### src/rtl/printable_stream_pkg.sv
// Shared types, ASCII constants and hex-digit helper for the printable_stream filter.
// The escape sequencer types are only used when PRINTABLE_STREAM_ESC_EN is defined.
package printable_pkg;

    typedef enum logic [1:0] {
        MODE_REPLACE = 2'd0,
        MODE_DROP    = 2'd1,
        MODE_ESCAPE  = 2'd2
    } mode_e;

    // State names the next character the sequencer loads on advance.
    typedef enum logic [1:0] {
        IDLE   = 2'd0,
        ESC_X  = 2'd1,
        ESC_HI = 2'd2,
        ESC_LO = 2'd3
    } state_e;

    localparam logic [7:0] ASCII_BSLASH = 8'h5C;
    localparam logic [7:0] ASCII_X      = 8'h78;
    localparam logic [7:0] ASCII_HASH   = 8'h23;

    function automatic logic [7:0] hex_ascii(input logic [3:0] nibble);
        logic [7:0] ext;
        ext = {4'h0, nibble};
        return (nibble < 4'd10) ? (8'h30 + ext) : (8'h37 + ext);
    endfunction

endpackage

### src/rtl/printable_stream_if.sv
// Byte stream with ready/valid handshake; master drives data/valid, slave drives ready.
interface printable_stream_if;
    logic [7:0] data;
    logic       valid;
    logic       ready;

    modport master (output data, output valid, input ready);
    modport slave  (input data, input valid, output ready);
endinterface

### src/rtl/printable_stream_classify.sv
// Combinational printable-range classifier; esc additionally marks backslash as non-printable.
module printable_classify
    import printable_pkg::*;
#(
    parameter logic [7:0] LO = 8'h20,
    parameter logic [7:0] HI = 8'h7e
) (
    input  logic [7:0] data,
    input  logic       esc,
    output logic       is_print
);
    assign is_print = (data >= LO) && (data <= HI) && !(esc && (data == ASCII_BSLASH));
endmodule

### src/rtl/printable_stream.sv
// Streaming printable-character filter: replace / drop / hex-escape non-printable bytes.
// ESCAPE mode and its sequencer are compiled in only with PRINTABLE_STREAM_ESC_EN defined.
module printable_stream
    import printable_pkg::*;
#(
    parameter logic [7:0] LO   = 8'h20,
    parameter logic [7:0] HI   = 8'h7e,
    parameter logic [7:0] SUB  = 8'h23,
    parameter int         CNTW = 16
) (
    input  logic                clk,
    input  logic                rst_n,
    input  logic [1:0]          mode,
    input  logic                clr_cnt,
    output logic [CNTW-1:0]     bad_cnt,
    printable_stream_if.slave   in_s,
    printable_stream_if.master  out_m
);
    logic [7:0]      out_data_q, out_data_d;
    logic            out_valid_q, out_valid_d;
    logic [CNTW-1:0] bad_cnt_q, bad_cnt_d;
    logic            in_ready, accept, advance, is_print, esc_sel;

`ifdef PRINTABLE_STREAM_ESC_EN
    state_e     state_q, state_d;
    logic [7:0] hold_q, hold_d;

    assign esc_sel  = (mode == MODE_ESCAPE);
    // Depends only on registers and out_ready, so no combinational path from in_valid.
    assign in_ready = (state_q == IDLE) && (!out_valid_q || out_m.ready);
`else
    assign esc_sel  = 1'b0;
    assign in_ready = !out_valid_q || out_m.ready;
`endif

    assign accept  = in_s.valid && in_ready;
    assign advance = out_valid_q && out_m.ready;

    printable_classify #(.LO(LO), .HI(HI)) u_classify (
        .data     (in_s.data),
        .esc      (esc_sel),
        .is_print (is_print)
    );

    always_comb begin
        out_data_d  = out_data_q;
        out_valid_d = out_valid_q && !advance;
        bad_cnt_d   = bad_cnt_q;
`ifdef PRINTABLE_STREAM_ESC_EN
        state_d     = state_q;
        hold_d      = hold_q;
`endif
        if (accept) begin
            if (is_print) begin
                out_data_d  = in_s.data;
                out_valid_d = 1'b1;
            end else begin
                case (mode)
                    MODE_DROP: begin
                        out_data_d = out_data_q;
                    end
`ifdef PRINTABLE_STREAM_ESC_EN
                    MODE_ESCAPE: begin
                        out_data_d  = ASCII_BSLASH;
                        out_valid_d = 1'b1;
                        hold_d      = in_s.data;
                        state_d     = ESC_X;
                    end
`endif
                    default: begin
                        out_data_d  = SUB;
                        out_valid_d = 1'b1;
                    end
                endcase
            end
        end
`ifdef PRINTABLE_STREAM_ESC_EN
        // Accept is impossible outside IDLE, so the sequencer never competes with it.
        if (advance) begin
            case (state_q)
                ESC_X: begin
                    out_data_d  = ASCII_X;
                    out_valid_d = 1'b1;
                    state_d     = ESC_HI;
                end
                ESC_HI: begin
                    out_data_d  = hex_ascii(hold_q[7:4]);
                    out_valid_d = 1'b1;
                    state_d     = ESC_LO;
                end
                ESC_LO: begin
                    out_data_d  = hex_ascii(hold_q[3:0]);
                    out_valid_d = 1'b1;
                    state_d     = IDLE;
                end
                default: begin
                    state_d = state_d;
                end
            endcase
        end
`endif
        if (clr_cnt) begin
            bad_cnt_d = '0;
        end else if (accept && !is_print && (bad_cnt_q != {CNTW{1'b1}})) begin
            bad_cnt_d = bad_cnt_q + 1'b1;
        end
    end

    always_ff @(posedge clk or negedge rst_n) begin
        if (!rst_n) begin
            out_data_q  <= 8'h00;
            out_valid_q <= 1'b0;
            bad_cnt_q   <= '0;
`ifdef PRINTABLE_STREAM_ESC_EN
            state_q     <= IDLE;
            hold_q      <= 8'h00;
`endif
        end else begin
            out_data_q  <= out_data_d;
            out_valid_q <= out_valid_d;
            bad_cnt_q   <= bad_cnt_d;
`ifdef PRINTABLE_STREAM_ESC_EN
            state_q     <= state_d;
            hold_q      <= hold_d;
`endif
        end
    end

    assign in_s.ready  = in_ready;
    assign out_m.data  = out_data_q;
    assign out_m.valid = out_valid_q;
    assign bad_cnt     = bad_cnt_q;

endmodule
### src/flat_wrapper.sv
// flat-port wrapper written by rule: the top's interface ports become plain ports
module printable_stream_flat import printable_pkg::*;
#(
    parameter logic [7:0] LO   = 8'h20,
    parameter logic [7:0] HI   = 8'h7e,
    parameter logic [7:0] SUB  = 8'h23,
    parameter int         CNTW = 16
)
  (clk, rst_n, mode, clr_cnt, bad_cnt, in_s_data, in_s_valid, in_s_ready, out_m_data, out_m_valid, out_m_ready);
  printable_stream_if in_s_i ();
  printable_stream_if out_m_i ();
  input  logic clk;
  input  logic rst_n;
  input  logic [1:0] mode;
  input  logic clr_cnt;
  output logic [CNTW-1:0] bad_cnt;
  input wire logic [$bits(in_s_i.data)-1:0] in_s_data;
  input wire logic [$bits(in_s_i.valid)-1:0] in_s_valid;
  output wire logic [$bits(in_s_i.ready)-1:0] in_s_ready;
  output wire logic [$bits(out_m_i.data)-1:0] out_m_data;
  output wire logic [$bits(out_m_i.valid)-1:0] out_m_valid;
  input wire logic [$bits(out_m_i.ready)-1:0] out_m_ready;
  assign in_s_i.data = in_s_data;
  assign in_s_i.valid = in_s_valid;
  assign in_s_ready = in_s_i.ready;
  assign out_m_data = out_m_i.data;
  assign out_m_valid = out_m_i.valid;
  assign out_m_i.ready = out_m_ready;
  printable_stream #(.LO(LO), .HI(HI), .SUB(SUB), .CNTW(CNTW)) u_core (.clk(clk), .rst_n(rst_n), .mode(mode), .clr_cnt(clr_cnt), .bad_cnt(bad_cnt), .in_s(in_s_i), .out_m(out_m_i));
endmodule
### config.mk
export PLATFORM = sky130hd
export DESIGN_NAME = printable_stream_flat
export DESIGN_NICKNAME = d
export VERILOG_FILES = /design/src/rtl/printable_stream_pkg.sv /design/src/rtl/printable_stream_if.sv /design/src/rtl/printable_stream_classify.sv /design/src/rtl/printable_stream.sv /design/src/flat_wrapper.sv
export SDC_FILE = /design/constraint.sdc
export NUM_CORES = 1
export LEC_CHECK = 0
export ABC_AREA = 1
export BUFFER_PORTS_ARGS = -buffer_cell sky130_fd_sc_hd__buf_4
export CAP_MARGIN = 20
export CORE_MARGIN = 1.5
export CORE_UTILIZATION = 40
export DETAILED_ROUTE_END_ITERATION = 10
export PLACE_DENSITY = 0.61
export SYNTH_ARGS = -nofsm -noshare
export SYNTH_HDL_FRONTEND = slang
export SYNTH_SLANG_ARGS = --single-unit
export TNS_END_PERCENT = 10
### constraint.sdc
create_clock -name clk -period 1.9 [get_ports clk]
set_input_delay 0.19 -clock clk [delete_from_list [all_inputs] [get_ports clk]]
set_output_delay 0.19 -clock clk [all_outputs]
set_load 0.1 [all_outputs]
==> metrics.csv, run 1 <==
metric,value,unit
power,1.28,mW
yosysSeqAreaShare,42.5,%
fp.coreArea,0.00344,mm²
wl_per_cell,11.3,µm
path_clk_slew,0.09,ns
cp_top_family,simple AND/OR/NAND/NOR gates,
die_x,63.7,µm
clk_latency,0.27,ns
drc,0,
grt_pass1_wl,5750,µm
p_leak,0.992,nW
timing.critical_path.cells,ha_2 -> nand3_2 -> inv_2 -> nand2_2 -> nor2_4 -> nor2_4 -> buf_12 -> nor2_8 -> nand2_1 -> nand2_1,
tns,0,ns
cp_slowest_stage_delay,0.45,ns
gp_congestion,0.821,
worst_pin_slew,0.469,ns
startpoint_type,flop,
io_pins,41,
final_hold_viol_count,0,
cp.depth,10,
first_pass_iters,4,
fill_cells,330,
wl,3270,µm
numPlacedInstances,284,
yosys_warnings,0,
drive_gt1_share,28.8,%
cp_slowest_cell,dfrtp_4,
final_cell_mix,"81 x nand2_1, 40 x buf_4, 22 x nor2_1",
status,"finished, final reports clean",
arrival,1.93,ns
vias_per_cell,4.74,
grt_max_degree,26,
drtIter0Drc,54,
reg2reg_depth,10,
peakVddDrop,0.366,mV
num_antenna_cells,0,
fmax,578,MHz
antenna_found_initial,0,
grt_setup_unrepaired,no,
clock-sinks,25,
cp_max_fo,17,
hold_ws,0.130,ns
fin_crit_sh,91.1,%
netlist_instances,201,
rows,21,
max_cap_viol_count,0,
die_area,0.00405,mm²
final_net_count,260,
cts_buffer_depth,2,
postCtsSetupRepairBufs,0,
start_util,42.7,%
cts_made_buffers,3,
dr_total_vias,1369,
htree_levels,1,
crit_end,u_core.bad_cnt[10],
hold_path_class,primary input to flop,
period_minus_slack,1.73,ns
postRouteAntennaNets,0,
crit_required,2.10,ns
syn-num-nets,217,
setup_viol,0,
reg2reg_from,u_core.bad_cnt[0],
avgSynthCellArea,7.32,µm²
regArea,649,µm²
skew,0.00436,ns
critPathCaptureType,flop,
synth_area,0.00147,mm²
multi_input_area,761,µm²
ys_ff_latch,25,
grt.overflow.total,0,
layout_commonest_cell,nand2_1,
ff2ff_setup_slack,0.17,ns
finalMaxSlewViolations,0,
cts-root-buf,clkbuf_8,
power.density,670,mW/mm²
first_global_vias,1248,
crit_start,u_core.bad_cnt[0],
areaGrowthSynthToFinish,29.7,%
slew_headroom,68.7,%
io_buffers,40,
criticalPathCategory,flop to flop,
place_ws,0.152,ns
layout_setup_ws,0.170,ns
fp.dieH,63.7,µm
place_hpwl,2520,µm
cts_tree,done,
instances_no_fill,289,
synth.distinct_cells,21,
track_usage,17.6,%
cp_num_buf_inv,2,
reg2reg_to,u_core.bad_cnt[10],
## tightest hold or removal path: cells and delay by family
family | cells | cell delay (ns)
buf+inv | 1 | 0.08
simple gates | 2 | 0.09
## how the worst min path moves through the flow
stage	startpoint	end	slack, ns	depth (start not counted)
after floorplan	rst_n	u_core.bad_cnt[10]	-0.11	0
after global placement	rst_n	u_core.bad_cnt[1]	0.11	1
after detailed placement	rst_n	u_core.bad_cnt[1]	0.12	1
after CTS	in_s_data[3]	u_core.out_m.data[3]	0.12	3
after global routing	in_s_data[2]	u_core.out_m.data[2]	0.14	3
final	in_s_data[3]	u_core.out_m.data[3]	0.13	3
## final cells by class
class	instances	area share [%]
clock buffers	3	2.16
clock inverters	1	0.262
inverters	17	3.34
multi-input cells	155	39.9
flip-flops and latches	25	34.0
well taps	46	3.02
repair buffers	42	17.3
## where the power goes
part,internal (mW),switching [mW]
clock,0.147,0.164
combinational,0.0856,0.301
sequential,0.561,0.0194
total,0.793,0.484
## flip-flops by register name (all words and copies together) (netlist names)
register and flops:
u_core.bad_cnt 16, u_core.out_m.data 8, u_core.out_m.valid 1
## cell families (layout without fill, tap and decap cells)
logic type | count (synthesis) | after routing | share of synthesized area (%)
buffers and inverters | 21 | 63 | 6.46
AND/OR/NAND/NOR | 140 | 140 | 42.9
XOR/XNOR | 7 | 7 | 4.17
adder cells (fa/ha/maj) | 1 | 1 | 0.850
flip-flops | 25 | 25 | 42.5
AO/OA/AOI/OAI | 7 | 7 | 3.06
## through the flow
step / area, µm² / utilization, %
floorplan: 1500 / -
global placement: 1850 / 53.7
detailed placement: 1850 / 53.7
CTS: 1910 / 55.4
global route: 1910 / 55.4
finish: 1910 / 55.4
## cells in the mapped netlist
library cell | instances | area, µm²
nand2_1 | 82 | 308
nor2_2 | 1 | 6.26
nor2_1 | 22 | 82.6
o21bai_1 | 3 | 22.5
ha_1 | 1 | 12.5
clkbuf_1 | 1 | 3.75
buf_6 | 2 | 22.5
nand3b_1 | 3 | 22.5
o21ai_0 | 3 | 15.0
nand3_2 | 1 | 10.0
buf_2 | 1 | 5.00
a21boi_0 | 1 | 7.51
nor2_8 | 1 | 20.0
nand2_2 | 2 | 12.5
inv_1 | 16 | 60.1
nand4_1 | 14 | 87.6
inv_2 | 1 | 3.75
nor2_4 | 2 | 22.5
nand3_1 | 12 | 60.1
dfrtp_1 | 25 | 626
xor2_1 | 7 | 61.3
## repair_timing
item	CTS	global route
hold endpoints to repair	25	0
endpoints found under the setup margin	0	4
hold buffers	1	0
resized for setup	0	1
## routing by layer
layer	track usage [%]	wire length, µm	vias to the layer above
met5	0	0	-
met4	4.62	34	0
met3	1.79	137	4
met2	26.7	1450	42
met1	26.6	1650	596
li1	-	-	727
Power figures use the tool's default switching activity.
==> run 2, diff against run 1 <==
==> constraint.sdc (replaced) <==
create_clock -name clk -period 1.9 [get_ports clk]
set_input_delay 0.19 -clock clk [delete_from_list [all_inputs] [get_ports clk]]
set_output_delay 0.19 -clock clk [all_outputs]
set_load 0.05 [all_outputs]
==> metrics.csv, run 2 (synthesis gave the netlist of run 1 again) <==
metric,value,unit
reg2reg_depth,10,
slew_headroom,68.0,%
largest_register_ffs,16,
status,"finished, final reports clean",
drc,0,
io_pins,41,
htree_levels,1,
grt_setup_unrepaired,no,
vias_per_cell,4.69,
worst_pin_slew,0.480,ns
cts_made_buffers,3,
cts_tree,done,
p_leak,1.04,nW
cp_slowest_stage_delay,0.42,ns
final_net_count,266,
reg2reg_to,u_core.bad_cnt[12],
cp_max_fo,17,
gp_congestion,0.853,
track_usage,18.2,%
cts_buffer_depth,2,
crit_end,u_core.bad_cnt[12],
start_util,42.7,%
fin_crit_sh,89.5,%
grt_max_degree,26,
startpoint_type,flop,
criticalPathCategory,flop to flop,
period_minus_slack,1.70,ns
fp.dieH,63.7,µm
ff2ff_setup_slack,0.20,ns
fmax,588,MHz
clock-sinks,25,
dr_total_vias,1385,
multi_input_area,756,µm²
tns,0,ns
place_hpwl,2610,µm
grt.overflow.total,0,
cp_slowest_cell,dfrtp_1,
path_clk_slew,0.09,ns
grt_pass1_wl,5820,µm
numPlacedInstances,290,
drtIter0Drc,74,
timing.critical_path.cells,ha_2 -> nand3_2 -> inv_2 -> nand2_2 -> nor2_4 -> nor2_4 -> buf_12 -> nor2_8 -> nand2_1 -> nand2_1,
rows,21,
place_ws,0.159,ns
fp.coreArea,0.00344,mm²
areaGrowthSynthToFinish,31.0,%
final_cell_mix,"81 x nand2_1, 46 x buf_4, 24 x dfrtp_1",
wl_per_cell,11.4,µm
fill_cells,356,
first_global_vias,1242,
drive_gt1_share,24.9,%
die_x,63.7,µm
crit_required,2.11,ns
arrival,1.91,ns
first_pass_iters,4,
skew,0.00131,ns
layout_setup_ws,0.199,ns
hold_ws,0.131,ns
clk_latency,0.27,ns
critPathCaptureType,flop,
cts-root-buf,clkbuf_8,
io_buffers,40,
num_antenna_cells,0,
postRouteAntennaNets,0,
wl,3370,µm
max_cap_viol_count,0,
hold_path_class,primary input to flop,
setup_viol,0,
power.density,605,mW/mm²
antenna_found_initial,0,
instances_no_fill,295,
peakVddDrop,0.381,mV
regArea,627,µm²
layout_commonest_cell,nand2_1,
postCtsSetupRepairBufs,0,
die_area,0.00405,mm²
hold_path_depth,3,
finalMaxSlewViolations,0,
reg2reg_from,u_core.bad_cnt[1],
crit_start,u_core.bad_cnt[1],
final_hold_viol_count,0,
[run 2: changes by cell type in the layout (fill, tap and decap cells not counted), sizes merged]
cell,before,now
clkinvlp,0,1
clkinv,1,0
buf,41,47
[run 2: what timing repair did]
item | 4_1_cts | 5_1_grt
hold buffers | 1 | 0
gates resized for setup | 0 | 1
setup endpoints to repair | 0 | 13
endpoints found under the hold margin | 25 | 0
[run 2: worst min-delay path by stage]
stage                       from                   end  slack (ns)
CTS                 in_s_data[3]  u_core.out_m.data[3]        0.13
global route        in_s_data[3]  u_core.out_m.data[3]        0.14
detailed placement         rst_n     u_core.bad_cnt[3]        0.11
floorplan                  rst_n     u_core.bad_cnt[0]       -0.11
global placement           rst_n     u_core.bad_cnt[3]        0.12
finish              in_s_data[3]  u_core.out_m.data[3]        0.13
[run 2: through the flow]
step / instance area, µm² / total power, mW / utilization, %
2_1_floorplan: 1480 / 0.760 / -
3_3_place_gp: 1870 / 0.861 / 54.2
3_5_place_dp: 1870 / 0.861 / 54.2
4_1_cts: 1930 / 1.19 / 55.9
5_1_grt: 1930 / 1.24 / 56.0
6_report: 1930 / 1.17 / 56.0
[run 2: metal layers]
metal  GRT usage [%]  routed length, µm
met3            2.68                166
met1            29.5               1820
met5               0                  0
met4            4.89                 29
met2            24.7               1350
[run 2: worst max-delay path: cells and delay by family (launching register included)]
family	cells	cell delay [ns]
fa+ha+maj	1	0.25
simple gates	7	0.73
buf+inv	2	0.23
flops	1	0.42
[run 2: area by class of cell]
type / instances / share of cell area [%]
flip-flops and latches: 25 / 32.5
clock inverters: 1 / 0.389
well taps: 46 / 2.99
inverters: 17 / 3.31
repair buffers: 48 / 19.5
clock buffers: 3 / 2.14
multi-input cells: 155 / 39.2
[run 2: where the power goes]
group,internal [mW],switching (mW),total (mW),leakage (nW)
clock network,0.148,0.169,0.318,0.0217
logic,0.0851,0.187,0.272,0.684
registers,0.559,0.0176,0.577,0.334
